$ cat config.mk
export PLATFORM = sky130hd
export DESIGN_NAME = up_counter_mod_async_flat
export DESIGN_NICKNAME = d
export VERILOG_FILES = /design/src/rtl/up_counter_mod_pkg.sv /design/src/rtl/up_counter_mod_if.sv /design/src/rtl/up_counter_mod_tc.sv /design/src/rtl/up_counter_mod_async.sv /design/src/flat_wrapper.sv
export SDC_FILE = /design/constraint.sdc
export NUM_CORES = 1
export LEC_CHECK = 0
export CAP_MARGIN = 40
export CORE_AREA = 2 2 39 41
export DETAILED_ROUTE_END_ITERATION = 8
export DIE_AREA = 0 0 41 43
export HOLD_SLACK_MARGIN = 0.15
export PLACE_DENSITY = 0.64
export REMOVE_ABC_BUFFERS = 1
export SETUP_SLACK_MARGIN = 0.1
export SLEW_MARGIN = 40
export SYNTH_ARGS = -nofsm -noshare
export SYNTH_HDL_FRONTEND = slang
export SYNTH_SLANG_ARGS = --single-unit
$ cat constraint.sdc
create_clock -name clk -period 1.2 [get_ports clk]
set_clock_uncertainty 0.05 [all_clocks]
set_input_delay 0.12 -clock clk [delete_from_list [all_inputs] [get_ports clk]]
set_output_delay 0.12 -clock clk [all_outputs]
set_load 0.005 [all_outputs]
$ cat src/rtl/up_counter_mod_pkg.sv
// up_counter_mod_pkg: shared width default and legal-range limits for the modulo counter.
package up_counter_mod_pkg;
    localparam int WIDTH_DEF = 3;
    localparam int WIDTH_MIN = 2;
    localparam int WIDTH_MAX = 16;
endpackage

$ cat src/rtl/up_counter_mod_if.sv
// up_counter_mod_if: control and status bundle of the modulo counter; master drives, slave counts.
interface up_counter_mod_if import up_counter_mod_pkg::*; #(parameter int WIDTH = WIDTH_DEF);
    logic             clr;
    logic             load;
    logic [WIDTH-1:0] load_val;
    logic             en;
    logic [WIDTH-1:0] max_val;
    logic [WIDTH-1:0] count;
    logic             tc;
    logic             wrap;
    logic             ovf;
    modport master(output clr, load, load_val, en, max_val, input count, tc, wrap, ovf);
    modport slave(input clr, load, load_val, en, max_val, output count, tc, wrap, ovf);
endinterface

$ cat src/rtl/up_counter_mod_tc.sv
// up_counter_mod_tc: terminal compare, high while count has reached or passed the terminal value.
module up_counter_mod_tc import up_counter_mod_pkg::*; #(parameter int WIDTH = WIDTH_DEF) (
    input  logic [WIDTH-1:0] i_count,
    input  logic [WIDTH-1:0] i_max,
    output logic             o_tc
);
    assign o_tc = i_count >= i_max;
endmodule

$ cat src/rtl/up_counter_mod_async.sv
// up_counter_mod_async: modulo-(max_val+1) up counter, async active-low reset, clr > load > en.
// Define UP_COUNTER_MOD_SAT_EN to saturate at max_val instead of wrapping.
module up_counter_mod_async import up_counter_mod_pkg::*; #(parameter int WIDTH = WIDTH_DEF) (
    input logic             clk,
    input logic             rst,
    up_counter_mod_if.slave bus
);
    logic [WIDTH-1:0] r_count;
    logic             r_wrap;
    logic             r_ovf;
    logic             w_tc;
    if (WIDTH < WIDTH_MIN || WIDTH > WIDTH_MAX) begin : g_bad_width
        $error("up_counter_mod_async: WIDTH %0d out of range", WIDTH);
    end
    up_counter_mod_tc #(.WIDTH(WIDTH)) u_tc (
        .i_count(r_count),
        .i_max  (bus.max_val),
        .o_tc   (w_tc)
    );
    always_ff @(posedge clk or negedge rst)
        if (!rst) begin
            r_count <= '0;
            r_wrap  <= 1'b0;
            r_ovf   <= 1'b0;
        end else if (bus.clr) begin
            r_count <= '0;
            r_wrap  <= 1'b0;
            r_ovf   <= 1'b0;
        end else if (bus.load) begin
            r_count <= bus.load_val;
            r_wrap  <= 1'b0;
        end else if (bus.en && w_tc) begin
`ifdef UP_COUNTER_MOD_SAT_EN
            r_wrap  <= 1'b0;
`else
            r_count <= '0;
            r_wrap  <= 1'b1;
`endif
            r_ovf   <= 1'b1;
        end else if (bus.en) begin
            r_count <= r_count + 1'b1;
            r_wrap  <= 1'b0;
        end else begin
            r_wrap  <= 1'b0;
        end
    assign bus.count = r_count;
    assign bus.tc    = w_tc;
    assign bus.wrap  = r_wrap;
    assign bus.ovf   = r_ovf;
endmodule

$ cat src/flat_wrapper.sv
// flat-port wrapper written by rule: the top's interface ports become plain ports
module up_counter_mod_async_flat import up_counter_mod_pkg::*;
#(parameter int WIDTH = WIDTH_DEF)
  (clk, rst, bus_clr, bus_load, bus_load_val, bus_en, bus_max_val, bus_count, bus_tc, bus_wrap, bus_ovf);
  up_counter_mod_if #(.WIDTH(WIDTH)) bus_i ();
  input logic clk;
  input logic rst;
  input wire logic [$bits(bus_i.clr)-1:0] bus_clr;
  input wire logic [$bits(bus_i.load)-1:0] bus_load;
  input wire logic [$bits(bus_i.load_val)-1:0] bus_load_val;
  input wire logic [$bits(bus_i.en)-1:0] bus_en;
  input wire logic [$bits(bus_i.max_val)-1:0] bus_max_val;
  output wire logic [$bits(bus_i.count)-1:0] bus_count;
  output wire logic [$bits(bus_i.tc)-1:0] bus_tc;
  output wire logic [$bits(bus_i.wrap)-1:0] bus_wrap;
  output wire logic [$bits(bus_i.ovf)-1:0] bus_ovf;
  assign bus_i.clr = bus_clr;
  assign bus_i.load = bus_load;
  assign bus_i.load_val = bus_load_val;
  assign bus_i.en = bus_en;
  assign bus_i.max_val = bus_max_val;
  assign bus_count = bus_i.count;
  assign bus_tc = bus_i.tc;
  assign bus_wrap = bus_i.wrap;
  assign bus_ovf = bus_i.ovf;
  up_counter_mod_async #(.WIDTH(WIDTH)) u_core (.clk(clk), .rst(rst), .bus(bus_i));
endmodule
[Yosys cells after proc, flatten, opt, wreduce, memory -nomap -nowiden]
Index checks and enable logic that the tools add are counted.
Storage, ports and cells
  word-level logic and storage cells: 20
  register bits: 5
Operators by class
  reductions and logical operators: 4
  order comparisons: 1
  eq/ne operators: 1
  $add $sub $neg: 1
  mux-type cells: 10
Operators by type and width (number)
  two-way mux 3 bit: 4
  two-way mux 1 bit: 6
  nonzero test 4 bit: 1
  adder 3 x 1 -> 3 bit (second input constant): 1
  greater-or-equal comparator 3 bit: 1
  inequality test 2 bit (second input constant): 1
  AND reduction 2 bit: 1
  nonzero test 2 bit: 1
  logical AND 1 bit: 1

[Longest topological paths before layout]
Gate-level depths: netlist of run 1.
  depth in word-level cells: 5
  depth in mapped cells: 5
  mapped depth without buffers: 5

[Hierarchy]
Synthesis of run 1 repeated with hierarchy kept, for this count alone.
Second synthesis, totals
  cell total of the unflattened synthesis: 36
  area, all modules: 329.1 µm²
By module, submodules not included
  up_counter_mod_async: area each 260.2 µm², times used 1, cells an instance 26
  up_counter_mod_tc: area each 68.8 µm², times used 1, cells an instance 10

[Worst setup path after synthesis of run 1]
OpenSTA, ideal clock, no wires.
  kind: reg2reg
  from: reg u_core.r_count[2] (netlist: u_core.bus.count[2])
  to: reg u_core.r_count[2] (netlist: u_core.bus.count[2])
  stages on the path, launching flop included: 5
  library setup time: 0.096 ns
  data required time: 1.054 ns
  path slack: -0.146 ns
  period minus slack after synthesis: 1.346 ns
  path buffers: 0
  arrival: 1.200 ns
  path through: dfrtp_1 -> ha_1 -> a21oi_2 -> o21ai_2 -> o32ai_2
On the way
  cells in the longest elaborated chain, start to end: 5
  elaborated cells between the ends (all ways): 8
  those cells by class: add/sub (1); order compare (1); mux (4); reduce/logical (2)
RTL lines
  start: declaration: RTL line up_counter_mod_async.sv:8  | logic [WIDTH-1:0] r_count;
  start signal: assignment: RTL line up_counter_mod_async.sv:30  | r_count <= bus.load_val;
  start signal: assignment: RTL line up_counter_mod_async.sv:41  | r_count <= r_count + 1'b1;
  greater-or-equal comparator 3 bit (*): RTL line up_counter_mod_tc.sv:7  | assign o_tc = i_count >= i_max;
  via bus_tc: RTL line flat_wrapper.sv:14  | output wire logic [$bits(bus_i.tc)-1:0] bus_tc;
  logical AND 1 bit (*): RTL line up_counter_mod_async.sv:32  | end else if (bus.en && w_tc) begin
  two-way mux 3 bit: RTL line up_counter_mod_async.sv:32
  two-way mux 3 bit: RTL line up_counter_mod_async.sv:29  | end else if (bus.load) begin
  two-way mux 3 bit: RTL line up_counter_mod_async.sv:25  | end else if (bus.clr) begin
Mark *: on every way through the listed nets, which the timed path passes. The rest lies on a longest branch. The select of a mux whose other input is x is not followed.
A chain may end at the register's enable or synchronous reset.

[Final worst setup path of run 1]
  from: reg u_core.r_count[0] (netlist: u_core.bus.count[0])
  to: out bus_tc
On the way
  cells in the longest elaborated chain, start to end: 1
RTL lines (RTL line)
  greater-or-equal comparator 3 bit: up_counter_mod_tc.sv:7
  end: declaration: flat_wrapper.sv:14
No other way between the ends.

==> results of run 1 <==
==> flip-flops by register name (all words and copies together), names as in the netlist <==
register and cells:
u_core.bus.count 3, u_core.bus.ovf 1, u_core.bus.wrap 1
==> layer usage <==
layer | part of all wire [%] | up-vias | wire length, µm | GRT usage, %
met3 | 7.6 | 0 | 70 | 6.28
met4 | 0 | 0 | 0 | 4.00
met1 | 39 | 171 | 362 | 13.7
met5 | 0 | - | 0 | 0
met2 | 53 | 16 | 488 | 19.4
li1 | - | 180 | - | -
==> cell usage after synthesis, drive strengths merged, types with 2 or more instances <==
master	count
ha	4
inv	4
o21ai	2
nor2	2
dfrtp	5
a22oi	2
==> per-stage QoR <==
stage                     power [W]  setup TNS [ns]  util [%]  instances
after floorplan            0.000251          -0.455         -         33
after CTS                  0.000581           -1.13      45.6         77
final                      0.000580          -0.784      46.7         77
after detailed placement   0.000364           -2.56      41.0         71
after global routing       0.000617           -1.05      46.7         77
after global placement     0.000362           -2.42      41.0         71
==> cell families after synthesis <==
logic type / count (synthesis) / share of synthesized area (%)
AOI/OAI and AO/OA: 9 / 21.3
xor gates and xnor gates: 1 / 2.48
adders and majority gates: 4 / 14.2
buffers and inverters: 5 / 7.45
DFF: 5 / 35.5
and+or+nand+nor: 10 / 19.2
==> timing repair <==
item | in CTS | in global routing
setup endpoints to repair | 11 | 8
endpoints found under the hold margin | 5 | 0
hold buffers | 1 | 0
gates resized for setup | 16 | 4
setup buffers | 2 | 0
pin swaps | 4 | 1
==> layout make-up <==
class	instances	area [µm²]
inverter	4	15.0
timing repair buffer	24	218
clock buffer	4	26.3
fill	143	738
tap	16	20.0
multi-input combinational	24	241
sequential	5	125
==> power breakdown <==
group          internal (W)  total (W)  switching (W)
sequential         0.000180   0.000187     0.00000689
combinational      0.000115   0.000195      0.0000800
clock              0.000126   0.000199      0.0000728
==> worst max-delay path: stages, from the launching register on <==
cell and delay, ns:
dfrtp_1 0.36, inv_2 0.06, ha_4 0.15, nor2b_2 0.14
o21ai_2 0.15, buf_2 0.13
==> path summary, 6_finish.rpt <==
path | endpoint | slack [ns] | startpoint | cells after the start
worst max-delay path | bus_tc | -0.21 | u_core.bus.count[0] | 5
worst min-delay path | u_core.bus.ovf | 0.46 | u_core.bus.ovf | 1
worst max register to register | u_core.bus.count[2] | -0.20 | u_core.bus.count[0] | 6
worst min register to register | u_core.bus.ovf | 0.46 | u_core.bus.ovf | 1
max in group asynchronous | u_core.bus.count[0] | 0.32 | rst | 2
min in group asynchronous | u_core.bus.ovf | 0.59 | rst | 2
==> flow_summary.ini, run 1 <==
[run_status]
status = complete, but fails checks
failed_checks = negative setup slack

[sta]
setup_viol = 6
setup_ws_ns = -0.205
hold_violations = 0
rsz0062_at_grt = true
worstMarginPinSlew_ns = 0.325
fin_crit_ns = 1.41
fin_crit_sh_pct = 117
hold_ws_ns = 0.458
finalMaxSlewViolations = 0
fmax_mhz = 712
max_slew_margin_pct = 78.3

[placed_design]
port-buffer-count = 16
dp.final_hpwl_um = 677
gp_congestion = 0.775
place_area_um2 = 567
place_ws_ns = -0.597

[grt]
grt_pass1_vias = 361
grt_use_total_pct = 12.3
antenna_found_initial = 0
grt-ovfl-total = 0
grt_max_degree = 10
grt_first_pass_wirelength_um = 1440

[critical_path]
worstSetupPathType = reg2out
cp_max_fo = 2
cp.required_ns = 1.03
worstPathArrival_ns = 1.24
crit_path_end_kind = output pin
start_kind = register

[hold_path]
worstHoldPathType = reg2reg

[logic_synthesis]
ys_top_cells_by_area = dfrtp_1, ha_1, o32ai_2
synthFlopType = dfrtp_1
synth-edff-count = 0
synth_warnings = 0
ys_seq_elements = 5
netlist_instances = 34
ys_seq_area_share_pct = 35.5
post-synth-top-area-cell = dfrtp_1
yosys.cell_types.count = 22
syn_avg_cell_area_um2 = 10.4
async_reset_ff_share_pct = 100
synthDominantCellAreaShare_pct = 35.5
syn_area_um2 = 353

[cts]
numCtsBuffers = 3
clock-sinks = 5
clockBufferDepth = 2
cts_tree = yes
clk_transition_reported_paths_ns = 0.05
clk_latency_ns = 0.24
htreeDepth = 1
root_buffer = clkbuf_4

[die]
dieHeight_um = 43
dieArea_um2 = 1760
rows = 14
start_util_pct = 25.5
io_pins = 17
die_x_um = 41
core_area_um2 = 1380

[run]
max-cap-violations = 0

[finish]
area_growth_pct = 83.0
nNetsFinal = 77
drive_above_1_share_pct = 37.7
diodes = 0
fin_area_um2 = 646
final_cell_mix = clkdlybuf4s50_1, buf_4, dfrtp_1
final_common_cell = clkdlybuf4s50_1

[detailed_routing]
firstDrtPassIters = 2
drt-initial-drc-count = 5
viasPerCell = 4.77
drc = 0
antenna_left = 0
finalWirelength_um = 921
via_count = 367
wl_per_cell_um = 12.0

[power]
ir_drop_v = 0.000786
powerDensity_nw_per_um2 = 898
p_leak_nw = 0.306
Power figures use the tool's default switching activity.
==> run 2: changes to the inputs <==
--- a/config.mk
+++ b/config.mk
@@ -10,7 +10,7 @@
 export DETAILED_ROUTE_END_ITERATION = 8
 export DIE_AREA = 0 0 41 43
 export HOLD_SLACK_MARGIN = 0.15
-export PLACE_DENSITY = 0.64
+export PLACE_DENSITY = 0.62
 export REMOVE_ABC_BUFFERS = 1
 export SETUP_SLACK_MARGIN = 0.1
 export SLEW_MARGIN = 40
==> constraint.sdc (replaced) <==
create_clock -name clk -period 1.42 [get_ports clk]
set_clock_uncertainty 0.05 [all_clocks]
set_input_delay 0.142 -clock clk [delete_from_list [all_inputs] [get_ports clk]]
set_output_delay 0.142 -clock clk [all_outputs]
set_load 0.005 [all_outputs]
==> run 2 against run 1 <==
Against the previous run:
- the flow still finishes with violations (negative setup slack)
- total power is 16% lower
- critical endpoint unchanged
- wire length shrank 9.6%
- highest routed layer is now met4
- register-to-register slack gained 0.22 ns
- cell area is 1.2% higher
- count of clock-buffer cells in the layout stayed put
==> flow_summary.ini, run 2 (synthesis results as in run 1) <==
[run_status]
status = complete, but fails checks
failed_checks = negative setup slack

[sta]
setup_viol = 1
fin_crit_sh_pct = 101
worstMarginPinSlew_ns = 0.297
max_slew_margin_pct = 80.1
rsz0062_at_grt = true
hold_violations = 0
finalMaxSlewViolations = 0
hold_ws_ns = 0.464
fin_setup_tns_ns = -0.0144
fmax_mhz = 697
fin_crit_ns = 1.43
setup_ws_ns = -0.0144

[die]
die_x_um = 41
rows = 14
dieHeight_um = 43
dieArea_um2 = 1760
start_util_pct = 25.5
core_area_um2 = 1380
io_pins = 17

[critical_path]
start_kind = register
worstSetupPathType = reg2out
worstPathArrival_ns = 1.24
crit_path_end_kind = output pin
cp.required_ns = 1.23
cp_max_fo = 2

[finish]
nFillCells = 141
diodes = 0
multi_input_area_um2 = 236
seqCellArea_um2 = 125
final_common_cell = clkdlybuf4s50_1
largest_reg_flops = 3
nNetsFinal = 78
drive_above_1_share_pct = 35.5
utilization_pct = 47.2
final_cell_mix = clkdlybuf4s50_1, buf_4, dfrtp_1
area_growth_pct = 85.1

[run]
max-cap-violations = 0

[power]
p_leak_nw = 0.322
powerDensity_nw_per_um2 = 744
ir_drop_v = 0.000402
power_w = 0.000486

[detailed_routing]
finalWirelength_um = 833
viasPerCell = 4.73
wl_per_cell_um = 10.7
drt-initial-drc-count = 4
firstDrtPassIters = 2
antenna_left = 0
drc = 0
via_count = 369

[cts]
clockBufferDepth = 2
htreeDepth = 1
clock-sinks = 5
clk_latency_ns = 0.24
root_buffer = clkbuf_4
clk_transition_reported_paths_ns = 0.04
numCtsBuffers = 3
cts_tree = yes

[grt]
grt_pass1_vias = 337
grt_use_total_pct = 11.4
antenna_found_initial = 0
grt_first_pass_wirelength_um = 1330
grt_max_degree = 10
grt-ovfl-total = 0

[placed_design]
port-buffer-count = 16
dp.final_hpwl_um = 641
gp_congestion = 0.738
place_ws_ns = -0.433

[hold_path]
worstHoldPathType = reg2reg
## run 2: cell types whose count changed in the layout (fill, tap and decap cells not counted)
cell	change
o21ai_1	+1
inv_2	+1
nor2b_2	-1
nor2b_4	+1
o22ai_2	-1
inv_1	-1
dlymetal6s2s_1	+1
o22ai_1	+1
o21ai_2	-1
## run 2: where the power goes
group          internal (W)  switching (W)  total (W)
registers          0.000152     0.00000645   0.000158
clock network      0.000106      0.0000568   0.000163
logic             0.0000997      0.0000650   0.000165
## run 2: repair_timing
| item | 4_1_cts | 5_1_grt |
|---|---|---|
| pin swaps | 3 | 2 |
| setup buffers | 1 | 1 |
| hold buffers | 1 | 0 |
| endpoints found under the hold margin | 5 | 0 |
| setup endpoints to repair | 9 | 8 |
| resized for setup | 14 | 3 |
## run 2: routing by layer
layer,vias up,GRT usage [%],part of all wire (%),wire length [µm]
met5,-,0,0,0
met4,0,10.0,0.96,8
met3,2,1.57,5.5,46
met2,12,16.3,50,414
met1,175,14.1,44,364
li1,180,-,-,-
## run 2: cell type report
cell class              count  share of cell area, %
clock buffers               4                   4.02
well taps                  16                   3.07
repair buffers             25                   35.2
flip-flops and latches      5                   19.2
multi-input cells          24                   36.2
inverters                   4                   2.30
## run 2: stage by stage
stage	area [µm²]	std cells
3_3_place_gp	567	71
6_report	653	78
5_1_grt	653	78
2_1_floorplan	342	33
4_1_cts	637	77
3_5_place_dp	567	71
## run 2: path summary, 6_finish.rpt
path / to / cells past startpoint / from / slack, ns
worst max-delay path: bus_tc / 4 / u_core.bus.count[2] / -0.01
worst min-delay path: u_core.bus.ovf / 1 / u_core.bus.ovf / 0.46
worst max register to register: u_core.bus.count[2] / 5 / u_core.bus.count[2] / 0.02
worst min register to register: u_core.bus.ovf / 1 / u_core.bus.ovf / 0.46
max in group asynchronous: u_core.bus.count[2] / 2 / rst / 0.52
min in group asynchronous: u_core.bus.count[1] / 2 / rst / 0.62
## run 2: worst max-delay path, stage by stage (launching register included)
cell and delay, ns:
dfrtp_1 0.41, ha_4 0.29, nand2_2 0.04, o21ai_2 0.13, buf_2 0.13
